==> config.mk <==
export PLATFORM = sky130hd
export DESIGN_NAME = flag_controller
export DESIGN_NICKNAME = d
export VERILOG_FILES = /design/src/rtl/flag_controller.sv
export SDC_FILE = /design/constraint.sdc
export NUM_CORES = 1
export LEC_CHECK = 0
export ABC_CLOCK_PERIOD_IN_PS = 2300
export BUFFER_PORTS_ARGS = -buffer_cell sky130_fd_sc_hd__buf_2
export CAP_MARGIN = 20
export CELL_PAD_IN_SITES_DETAIL_PLACEMENT = 0
export CELL_PAD_IN_SITES_GLOBAL_PLACEMENT = 1
export CORE_MARGIN = 2
export CORE_UTILIZATION = 25
export DETAILED_ROUTE_END_ITERATION = 10
export GPL_ROUTABILITY_DRIVEN = 0
export PLACE_DENSITY_LB_ADDON = 0.1
export SLEW_MARGIN = 10
export SYNTH_ARGS = -nofsm -noshare
export SYNTH_HDL_FRONTEND = slang
export SYNTH_SLANG_ARGS = --single-unit
==> constraint.sdc <==
create_clock -name clk -period 2.3 [get_ports clk]
set_clock_uncertainty 0.15 [all_clocks]
set_input_delay 0.345 -clock clk [delete_from_list [all_inputs] [get_ports clk]]
set_output_delay 0.345 -clock clk [all_outputs]
set_load 0.02 [all_outputs]
==> src/rtl/flag_controller.sv <==
// Architectural Z/N/C flag register with a two-entry shadow stack for interrupt
// entry/return. Sequencing is a three-state IDLE/SAVE/RESTORE machine.
module flag_controller (
    input  logic       clk,
    input  logic       rst,
    input  logic       stall,
    input  logic       alu_we,
    input  logic [2:0] alu_flags,
    input  logic [2:0] alu_mask,
    input  logic       setc,
    input  logic       clrc,
    input  logic       int_req,
    input  logic       rti_req,
    output logic [2:0] flags,
    output logic       int_ack,
    output logic       busy,
    output logic [1:0] depth,
    output logic       stk_err
);

    // state   | meaning
    // IDLE    | accepts ALU/carry updates and interrupt requests
    // SAVE    | pushes flags onto the shadow stack, pulses int_ack
    // RESTORE | pops flags from the shadow stack
    typedef enum logic [1:0] {
        IDLE    = 2'd0,
        SAVE    = 2'd1,
        RESTORE = 2'd2
    } state_t;

    state_t     state_q, state_d;
    logic [2:0] flags_q, flags_d;
    logic [2:0] stack_q [2];
    logic [2:0] stack_d [2];
    logic [1:0] depth_q, depth_d;
    logic       stk_err_q, stk_err_d;

    always_ff @(posedge clk) begin
        if (rst) begin
            state_q    <= IDLE;
            flags_q    <= 3'b000;
            stack_q[0] <= 3'b000;
            stack_q[1] <= 3'b000;
            depth_q    <= 2'd0;
            stk_err_q  <= 1'b0;
        end else begin
            state_q    <= state_d;
            flags_q    <= flags_d;
            stack_q[0] <= stack_d[0];
            stack_q[1] <= stack_d[1];
            depth_q    <= depth_d;
            stk_err_q  <= stk_err_d;
        end
    end

    always_comb begin
        state_d    = state_q;
        flags_d    = flags_q;
        stack_d[0] = stack_q[0];
        stack_d[1] = stack_q[1];
        depth_d    = depth_q;
        stk_err_d  = stk_err_q;

        if (!stall) begin
            case (state_q)
                IDLE: begin
                    if (rti_req) begin
                        state_d = RESTORE;
                    end else if (int_req) begin
                        state_d = SAVE;
                    end else begin
                        if (alu_we) begin
                            flags_d = (alu_flags & alu_mask) | (flags_q & ~alu_mask);
                        end
                        // Carry overrides apply on top of the ALU write; clear wins.
                        if (clrc) begin
                            flags_d[2] = 1'b0;
                        end else if (setc) begin
                            flags_d[2] = 1'b1;
                        end
                    end
                end
                SAVE: begin
                    if (depth_q < 2'd2) begin
                        stack_d[depth_q[0]] = flags_q;
                        depth_d             = depth_q + 2'd1;
                    end else begin
                        stk_err_d = 1'b1;
                    end
                    state_d = IDLE;
                end
                RESTORE: begin
                    // Top of stack is entry depth-1, i.e. index depth_q[1] for depth 1 or 2.
                    if (depth_q != 2'd0) begin
                        flags_d = stack_q[depth_q[1]];
                        depth_d = depth_q - 2'd1;
                    end else begin
                        stk_err_d = 1'b1;
                    end
                    state_d = IDLE;
                end
                default: state_d = IDLE;
            endcase
        end
    end

    assign flags   = flags_q;
    assign depth   = depth_q;
    assign stk_err = stk_err_q;
    assign busy    = (state_q != IDLE);
    assign int_ack = (state_q == SAVE) && !stall;

endmodule
==> out/metrics.yaml, run 1 <==
cts_tree: "yes"
ios: 22
fin_crit_sh_pct: 88.3
syn-cell-area_sq_um: 827
p_leak_nw: 0.409
critPathTopFamily: "compound AO/OA/AOI/OAI gates"
root_buffer: "clkbuf_4"
async_flop_share_pct: 0
timing.setup.tns_ns: 0
grt_max_degree: 15
tightestPinTransition_ns: 0.380
synth_edf_count: 0
syn_to_final_growth_pct: 22.1
status: "finished clean"
cp-end-kind: "register"
diodes: 0
yosys_warnings: 0
peakVddDrop_mv: 0.171
antenna_found_initial: 0
powerDensity_nw_per_um2: 527
crit_path_max_fanout: 9
max-slew-margin-rel_pct: 74.6
max_freq_mhz: 492
hold_viol_final: 0
drive_above_1_share_pct: 26.5
cap_violations: 0
drt_iter0_drc: 13
drtAntennaViolNets: 0
post-cts-setup-buffer-count: 0
cts_made_buffers: 3
hold_buffers: 0
multi_input_area_sq_um: 484
required_ns: 2.34
chipWidth_um: 61.5
cp.arrival_ns: 2.07
dr_total_vias: 707
yosysMostFrequentCell: "dfxtp_1"
wl_mm: 1.87
rsz0062_at_grt: "no"
drc: 0
ys_seq_elements: 15
hold_class: "input pin to register"
synth_top_area_share_pct: 36.3
synthTopCellsByArea: "dfxtp_1 36%, mux2i_1 12%, ha_1 6.1%"
track_usage_pct: 11.8
whs_ns: 0.209
hold_depth: 3
seqCellArea_sq_um: 300
synthDistinctLibCells: 25
cts_buffer_depth: 2
r2r_cells: 6
cts_sinks: 15
syn_inst: 94
synth_area_per_cell_sq_um: 8.80
io_buffers: 21
period_minus_slack_ns: 2.03
slowest_stage: "ha_1"
via_per_inst: 4.39
rrSetupSlack_ns: 0.27
critical_path_class: "register to register"
cp_num_buf_inv: 1
wl_per_cell_um: 11.6
die_h_um: 61.5
startpoint: "state_q[0]"
yosys.area.top_type: "dfxtp_1"
path_clk_slew_ns: 0.10
initial_core_util_pct: 26.7
die_area_sq_um: 3780
syn_nets: 112
fp-row-count: 20
clock_latency_ns: 0.28
grt-ovfl-total: 0
ys_seq_area_share_pct: 36.3
nets: 136
startpoint_type: "register"
core_sq_um: 3100
yosys-top-cells-count: "15 x dfxtp_1, 11 x nor2_1, 10 x mux2i_1, 8 x a21oi_1, 8 x inv_1"
drtPass1Iterations: 4
cts-resized-gates: 0
crit_chain: "inv_1 > ha_1 > mux2i_1 > a2111oi_4 > o21ai_1 > a221oi_1"
htree_levels: 1
r2r_start: "state_q[0]"
max_stage_delay_ns: 0.38
finalSetupViolCount: 0
worst-path-stages: 6
grt_pass1_vias: 672
synth-main-ff-cell: "dfxtp_1"
drv_slew: 0
place.detailed.hpwl_mm: 1.42
n_fill_cell: 357
grt_pass1_wl_mm: 3.26
-- layout by cell type (no fill, tap or decap), types with 4 or more instances in the layout --
cell	netlist	final
nand2b_1	6	6
mux2i_1	10	10
ha_1	4	4
a21oi_1	8	8
o21ai_0	7	7
nor2_1	11	11
dfxtp_1	15	15
buf_2	1	21
inv_1	8	8
-- cells by family after synthesis --
group	Yosys count	share of synthesized area (%)
multiplexers	12	14.8
buffers and inverters	11	5.14
adder cells (fa/ha/maj)	4	6.05
flip-flops	15	36.3
AND/OR/NAND/NOR	29	19.1
AO/OA/AOI/OAI	23	18.6
-- tightest hold or removal path: stages --
cell and delay [ns]:
buf_2 0.12, nand3_1 0.07, a21oi_1 0.06
-- final cells by class --
| class | instances | share of cell area (%) |
|---|---|---|
| tap | 44 | 5.45 |
| clock buffer | 3 | 2.23 |
| clock inverter | 1 | 0.496 |
| multi-input combinational | 68 | 48.0 |
| sequential | 15 | 29.7 |
| timing repair buffer | 22 | 11.2 |
| inverter | 8 | 2.97 |
-- power by group --
group | internal (W) | switching, W | total [W]
logic | 0.0000430 | 0.0000580 | 0.000101
registers | 0.000267 | 0.00000783 | 0.000275
clock network | 0.0000644 | 0.0000917 | 0.000156
total | 0.000375 | 0.000158 | 0.000532
-- worst min-delay path by stage --
stage	from	end	slack, ns
floorplan	rst	flags[2]	0.27
global placement	stk_err	stk_err	0.30
detailed placement	stk_err	stk_err	0.31
CTS	rti_req	state_q[1]	0.20
global route	rti_req	state_q[1]	0.22
finish	rti_req	state_q[1]	0.21
-- per-stage QoR --
step                util [%]  std cells  total power (W)  cell area (sq um)  worst slack, ns
floorplan                  -         94         0.000345                827            0.551
global placement        31.7        157         0.000383                982            0.376
detailed placement      31.7        157         0.000383                982            0.304
CTS                     32.5        161         0.000544               1010            0.272
global route            32.5        161         0.000566               1010           0.0462
finish                  32.5        161         0.000532               1010            0.268
-- layer usage --
metal  track usage, %  vias up  share of wire, %
met5                0        -                 0
met4             5.47        0               1.4
met3             1.89        2               3.0
met2             15.6       15                40
met1             18.2      312                55
li1                 -      378                 -
Power figures use the tool's default switching activity.
==> run 2, diff against run 1 <==
--- a/config.mk
+++ b/config.mk
@@ -15,6 +15,7 @@
 export DETAILED_ROUTE_END_ITERATION = 10
 export GPL_ROUTABILITY_DRIVEN = 0
 export PLACE_DENSITY_LB_ADDON = 0.1
+export REMOVE_ABC_BUFFERS = 1
 export SLEW_MARGIN = 10
 export SYNTH_ARGS = -nofsm -noshare
 export SYNTH_HDL_FRONTEND = slang
==> run 2 against run 1 <==
  * Sequential share of layout area barely moved
  * First-iteration DRC count up 100%
  * Critical path depth stayed put
  * Global-route usage fell by 0.66 points
  * Setup slack got worse by 0.055 ns
  * Register-to-register slack worse by 0.05 ns
  * Total power about the same
  * Final area fell by 0.12%
  * Via count grew 1.7%
==> out/metrics.yaml, run 2 (synthesized netlist as in run 1, its figures left out) <==
status: "finished clean"  # unchanged
use_met2_pct: 17.0  # was 15.6%
critPathTopFamily: "compound AO/OA/AOI/OAI gates"  # unchanged
diodes: 0  # unchanged
grt_pass1_wl_mm: 3.02  # was 3.26 mm
cp_num_buf_inv: 1  # unchanged
period_minus_slack_ns: 2.09  # was 2.03 ns
cap_violations: 0  # unchanged
drtPass1Iterations: 4  # unchanged
cp-end-kind: "register"  # unchanged
io_buffers: 21  # unchanged
grt_max_degree: 15  # unchanged
cts_tree: "yes"  # unchanged
clock_latency_ns: 0.29  # was 0.28 ns
busiest_layer: "met2"  # was met1
drc: 0  # unchanged
place_inst: 157  # unchanged
track_usage_pct: 11.1  # was 11.8%
finalSetupViolCount: 0  # unchanged
cts-resized-gates: 0  # unchanged
chipWidth_um: 61.5  # unchanged
die_h_um: 61.5  # unchanged
hold_viol_final: 0  # unchanged
critical_path_class: "register to register"  # unchanged
p_leak_nw: 0.407  # was 0.409 nW
grt_use_met3_pct: 4.62  # was 1.89%
timing.setup.tns_ns: 0  # unchanged
startpoint_type: "register"  # unchanged
die_area_sq_um: 3780  # unchanged
place.detailed.hpwl_mm: 1.49  # was 1.42 mm
dr_total_vias: 719  # was 707
htree_levels: 1  # unchanged
max_stage_delay_ns: 0.41  # was 0.38 ns
cts_sinks: 15  # unchanged
tightestPinTransition_ns: 0.404  # was 0.380 ns
drive_above_1_share_pct: 25.6  # was 26.5%
antenna_found_initial: 0  # unchanged
slowest_stage: "ha_1"  # unchanged
core_sq_um: 3100  # unchanged
post-cts-setup-buffer-count: 0  # unchanged
fp-row-count: 20  # unchanged
syn_to_final_growth_pct: 21.9  # was 22.1%
hold_buffers: 0  # unchanged
max-slew-margin-rel_pct: 72.9  # was 74.6%
grt-ovfl-total: 0  # unchanged
fin_crit_sh_pct: 90.7  # was 88.3%
path_clk_slew_ns: 0.10  # about the same
fin_cells: 161  # unchanged
layout_common_cells: "21 x buf_2, 15 x dfxtp_1, 11 x nor2_1"  # unchanged
via_per_inst: 4.47  # was 4.39
crit_path_max_fanout: 10  # was 9
drtAntennaViolNets: 0  # unchanged
drt_iter0_drc: 26  # was 13
nets: 136  # unchanged
root_buffer: "clkbuf_4"  # unchanged
met1_usage_pct: 14.6  # was 18.2%
rsz0062_at_grt: "no"  # unchanged
placed_cell_area_sq_um: 982  # unchanged
initial_core_util_pct: 26.7  # unchanged
powerDensity_nw_per_um2: 528  # was 527 nW/um^2
cts_buffer_depth: 2  # unchanged
stdcell_area_sq_um: 1010  # about the same
cts_made_buffers: 3  # unchanged
required_ns: 2.33  # was 2.34 ns
ios: 22  # unchanged
wl_per_cell_um: 12.2  # was 11.6 um
final_common_cell: "buf_2"  # unchanged
cp.arrival_ns: 2.12  # was 2.07 ns
crit_chain: "inv_1 > ha_1 > mux2i_1 > a2111oi_4 > o21ai_1 > a221oi_1"  # unchanged
wl_mm: 1.96  # was 1.87 mm
whs_ns: 0.225  # was 0.209 ns
max_freq_mhz: 479  # was 492 MHz
grt_pass1_vias: 668  # was 672
peakVddDrop_mv: 0.257  # was 0.171 mV
hold_class: "input pin to register"  # unchanged
drv_slew: 0  # unchanged
[run 2: changes by cell type in the layout (fill, tap and decap cells not counted), sizes merged]
cell,before,now
clkbuf,3,4
clkinv,1,0
[run 2: area by class of cell]
type	instances	area [sq um]
fill	355	2090
multi-input combinational	68	484
sequential	15	300
timing repair buffer	22	113
tap	44	55.1
inverter	8	30.0
clock buffer	4	26.3
[run 2: power breakdown]
group / switching (W) / leakage [nW] / internal [W]
Clock: 0.0000873 / 0.0150 / 0.0000673
Combinational: 0.0000596 / 0.270 / 0.0000431
Sequential: 0.00000745 / 0.122 / 0.000267
[run 2: metal layers]
| metal | up-vias | wire length [um] |
|---|---|---|
| met5 | - | 0 |
| met4 | 0 | 19 |
| met3 | 2 | 76 |
| met2 | 13 | 887 |
| met1 | 329 | 974 |
| li1 | 375 | - |
[run 2: worst paths after layout]
| path | from | end | slack, ns | cells after the start |
|---|---|---|---|---|
| max | state_q[0] | register | 0.21 | 6 |
| max reg2reg | state_q[0] | register | 0.21 | 6 |
| min reg2reg | stk_err | stk_err | 0.33 | 2 |
| min | rti_req | state_q[1] | 0.22 | 3 |
[run 2: through the flow]
stage                     total power (W)  util (%)  worst slack, ns
after floorplan                  0.000343         -            0.376
after global placement           0.000384      31.7            0.361
after detailed placement         0.000384      31.7            0.236
after CTS                        0.000538      32.5            0.187
after global routing             0.000562      32.5           0.0229
final                            0.000532      32.5            0.213
[run 2: tightest hold or removal path, cell delays in order]
cell,delay (ns)
buf_2,0.12
nand3_1,0.08
a21oi_1,0.06
==> run 3, diff against run 2 <==
--- a/config.mk
+++ b/config.mk
@@ -8,13 +8,10 @@
 export ABC_CLOCK_PERIOD_IN_PS = 2300
 export BUFFER_PORTS_ARGS = -buffer_cell sky130_fd_sc_hd__buf_2
 export CAP_MARGIN = 20
-export CELL_PAD_IN_SITES_DETAIL_PLACEMENT = 0
-export CELL_PAD_IN_SITES_GLOBAL_PLACEMENT = 1
 export CORE_MARGIN = 2
 export CORE_UTILIZATION = 25
 export DETAILED_ROUTE_END_ITERATION = 10
 export GPL_ROUTABILITY_DRIVEN = 0
-export PLACE_DENSITY_LB_ADDON = 0.1
 export REMOVE_ABC_BUFFERS = 1
 export SLEW_MARGIN = 10
 export SYNTH_ARGS = -nofsm -noshare
==> run 3 against run 2 <==
  * Total power down 0.88%
  * Largest cell class unchanged
  * Cell count unchanged
  * Non-clock buffer count did not move
  * Clock power shrank 3%
  * Flip-flop and latch count unchanged
  * Worst hold slack better by 0.00055 ns
  * First-iteration DRC count grew to 2.5 times the previous value
  * Highest routed layer unchanged
  * Sequential power is essentially flat
  * Critical path depth stayed put
  * Final area stayed put
==> out/metrics.yaml, run 3 (synthesized netlist as in run 1, its figures left out) <==
drtPass1Iterations: 5  # was 4
startpoint: "state_q[0]"  # unchanged
io_buffers: 21  # unchanged
hold_viol_final: 0  # unchanged
grt-ovfl-total: 0  # unchanged
highest_layer: "met4"  # unchanged
cp-end-kind: "register"  # unchanged
hold_buffers: 0  # unchanged
cts_made_buffers: 3  # unchanged
drc: 0  # unchanged
swShare_pct: 28.4  # was 29.0%
cts_buffer_depth: 2  # unchanged
die_h_um: 61.5  # unchanged
hold_class: "input pin to register"  # unchanged
dr_wl_met2_um: 792  # was 887 um
placed_cell_area_sq_um: 982  # unchanged
fp-row-count: 20  # unchanged
drt_iter0_drc: 65  # was 26
wl_per_cell_um: 11.7  # was 12.2 um
diodes: 0  # unchanged
status: "finished clean"  # unchanged
fin_util_pct: 32.5  # unchanged
finalSetupViolCount: 0  # unchanged
power_w: 0.000527  # was 0.000532 W
p_switching_w: 0.000150  # was 0.000154 W
die_area_sq_um: 3780  # unchanged
peakVddDrop_mv: 0.134  # was 0.257 mV
slowest_stage: "a2111oi_4"  # was ha_1
fin_cells: 161  # unchanged
clock_latency_ns: 0.28  # was 0.29 ns
syn_to_final_growth_pct: 21.9  # unchanged
drtAntennaViolNets: 0  # unchanged
drv_slew: 0  # unchanged
cp.arrival_ns: 1.97  # was 2.12 ns
grt_max_degree: 15  # unchanged
fin_crit_sh_pct: 84.3  # was 90.7%
place.detailed.hpwl_mm: 1.43  # was 1.49 mm
grt_pass1_wl_mm: 2.96  # was 3.02 mm
pwr-share-clk_pct: 28.7  # was 29.1%
p_comb_share_pct: 19.3  # about the same
powerDensity_nw_per_um2: 523  # was 528 nW/um^2
timing.setup.tns_ns: 0  # unchanged
cts_tree: "yes"  # unchanged
cts-resized-gates: 0  # unchanged
cap_violations: 0  # unchanged
core_sq_um: 3100  # unchanged
tightestPinTransition_ns: 0.429  # was 0.404 ns
stdcell_area_sq_um: 1010  # unchanged
antenna_found_initial: 0  # unchanged
initial_core_util_pct: 26.7  # unchanged
grt_pass1_vias: 659  # was 668
chipWidth_um: 61.5  # unchanged
ios: 22  # unchanged
p_leak_nw: 0.407  # unchanged
startpoint_type: "register"  # unchanged
via_per_inst: 4.52  # was 4.47
cts_sinks: 15  # unchanged
wl_met3_um: 141  # was 76 um
critical_path_class: "register to register"  # unchanged
period_minus_slack_ns: 1.94  # was 2.09 ns
dr_total_vias: 727  # was 719
htree_levels: 1  # unchanged
crit_chain: "inv_1 > ha_1 > o21a_1 > a2111oi_4 > o21ai_1 > a221oi_1"  # was inv_1 > ha_1 > mux2i_1 > a2111oi_4 > o21ai_1 > a221oi_1
power_frac_seq_pct: 52.1  # was 51.6%
required_ns: 2.33  # about the same
n_fill_cell: 340  # was 355
place_inst: 157  # unchanged
max-slew-margin-rel_pct: 71.2  # was 72.9%
drive_above_1_share_pct: 25.6  # unchanged
post-cts-setup-buffer-count: 0  # unchanged
crit_path_max_fanout: 4  # was 10
drt-met1-wl_um: 935  # was 974 um
track_usage_pct: 11.1  # about the same
r2r_start: "state_q[0]"  # unchanged
wl_mm: 1.89  # was 1.96 mm
max_stage_delay_ns: 0.42  # was 0.41 ns
path_clk_slew_ns: 0.10  # about the same
max_freq_mhz: 516  # was 479 MHz
final_common_cell: "buf_2"  # unchanged
min_from: "rti_req"  # unchanged
internal_power_w: 0.000377  # was 0.000378 W
layout_common_cells: "21 x buf_2, 15 x dfxtp_1, 11 x nor2_1"  # unchanged
rsz0062_at_grt: "no"  # unchanged
root_buffer: "clkbuf_4"  # unchanged
nets: 136  # unchanged
[run 3: cell type report]
cell class,count,area (sq um),area share (%)
Clock buffer,4,26.3,2.61
Inverter,8,30.0,2.98
Multi-Input combinational cell,68,484,48.0
Sequential cell,15,300,29.8
Tap cell,44,55.1,5.46
Timing Repair Buffer,22,113,11.2
[run 3: stage by stage]
stage / hold slack [ns] / setup WS (ns)
4_1_cts: 0.220 / 0.354
3_3_place_gp: 0.310 / 0.479
2_1_floorplan: 0.264 / 0.376
3_5_place_dp: 0.311 / 0.351
5_1_grt: 0.238 / 0.217
6_report: 0.225 / 0.362
[run 3: path summary, 6_finish.rpt]
check / to / slack [ns] / cells past startpoint
worst max-delay path: register / 0.36 / 6
worst min-delay path: state_q[1] / 0.23 / 3
worst max register to register: register / 0.36 / 6
worst min register to register: stk_err / 0.33 / 2
[run 3: critical path, delay by kind of cell, from the launching register on]
| kind | cells | cell delay [ns] |
|---|---|---|
| AO/OA/AOI/OAI | 4 | 0.99 |
| adder cells (fa/ha/maj) | 1 | 0.24 |
| buffers and inverters | 1 | 0.09 |
| flip-flops | 1 | 0.37 |
[run 3: per-layer routing]
layer	track usage, %	vias to the layer above
met2	16.5	26
met3	2.73	2
li1	-	373
met5	0	-
met1	14.8	326
met4	5.47	0
[run 3: power by group through the flow]
stage | clock (W) | combinational, W | sequential [W]
2_1_floorplan | 0 | 0.0000572 | 0.000285
3_3_place_gp | 0 | 0.0000995 | 0.000280
3_5_place_dp | 0 | 0.000102 | 0.000281
4_1_cts | 0.000156 | 0.000102 | 0.000275
5_1_grt | 0.000168 | 0.000114 | 0.000276
6_report | 0.000151 | 0.000102 | 0.000275
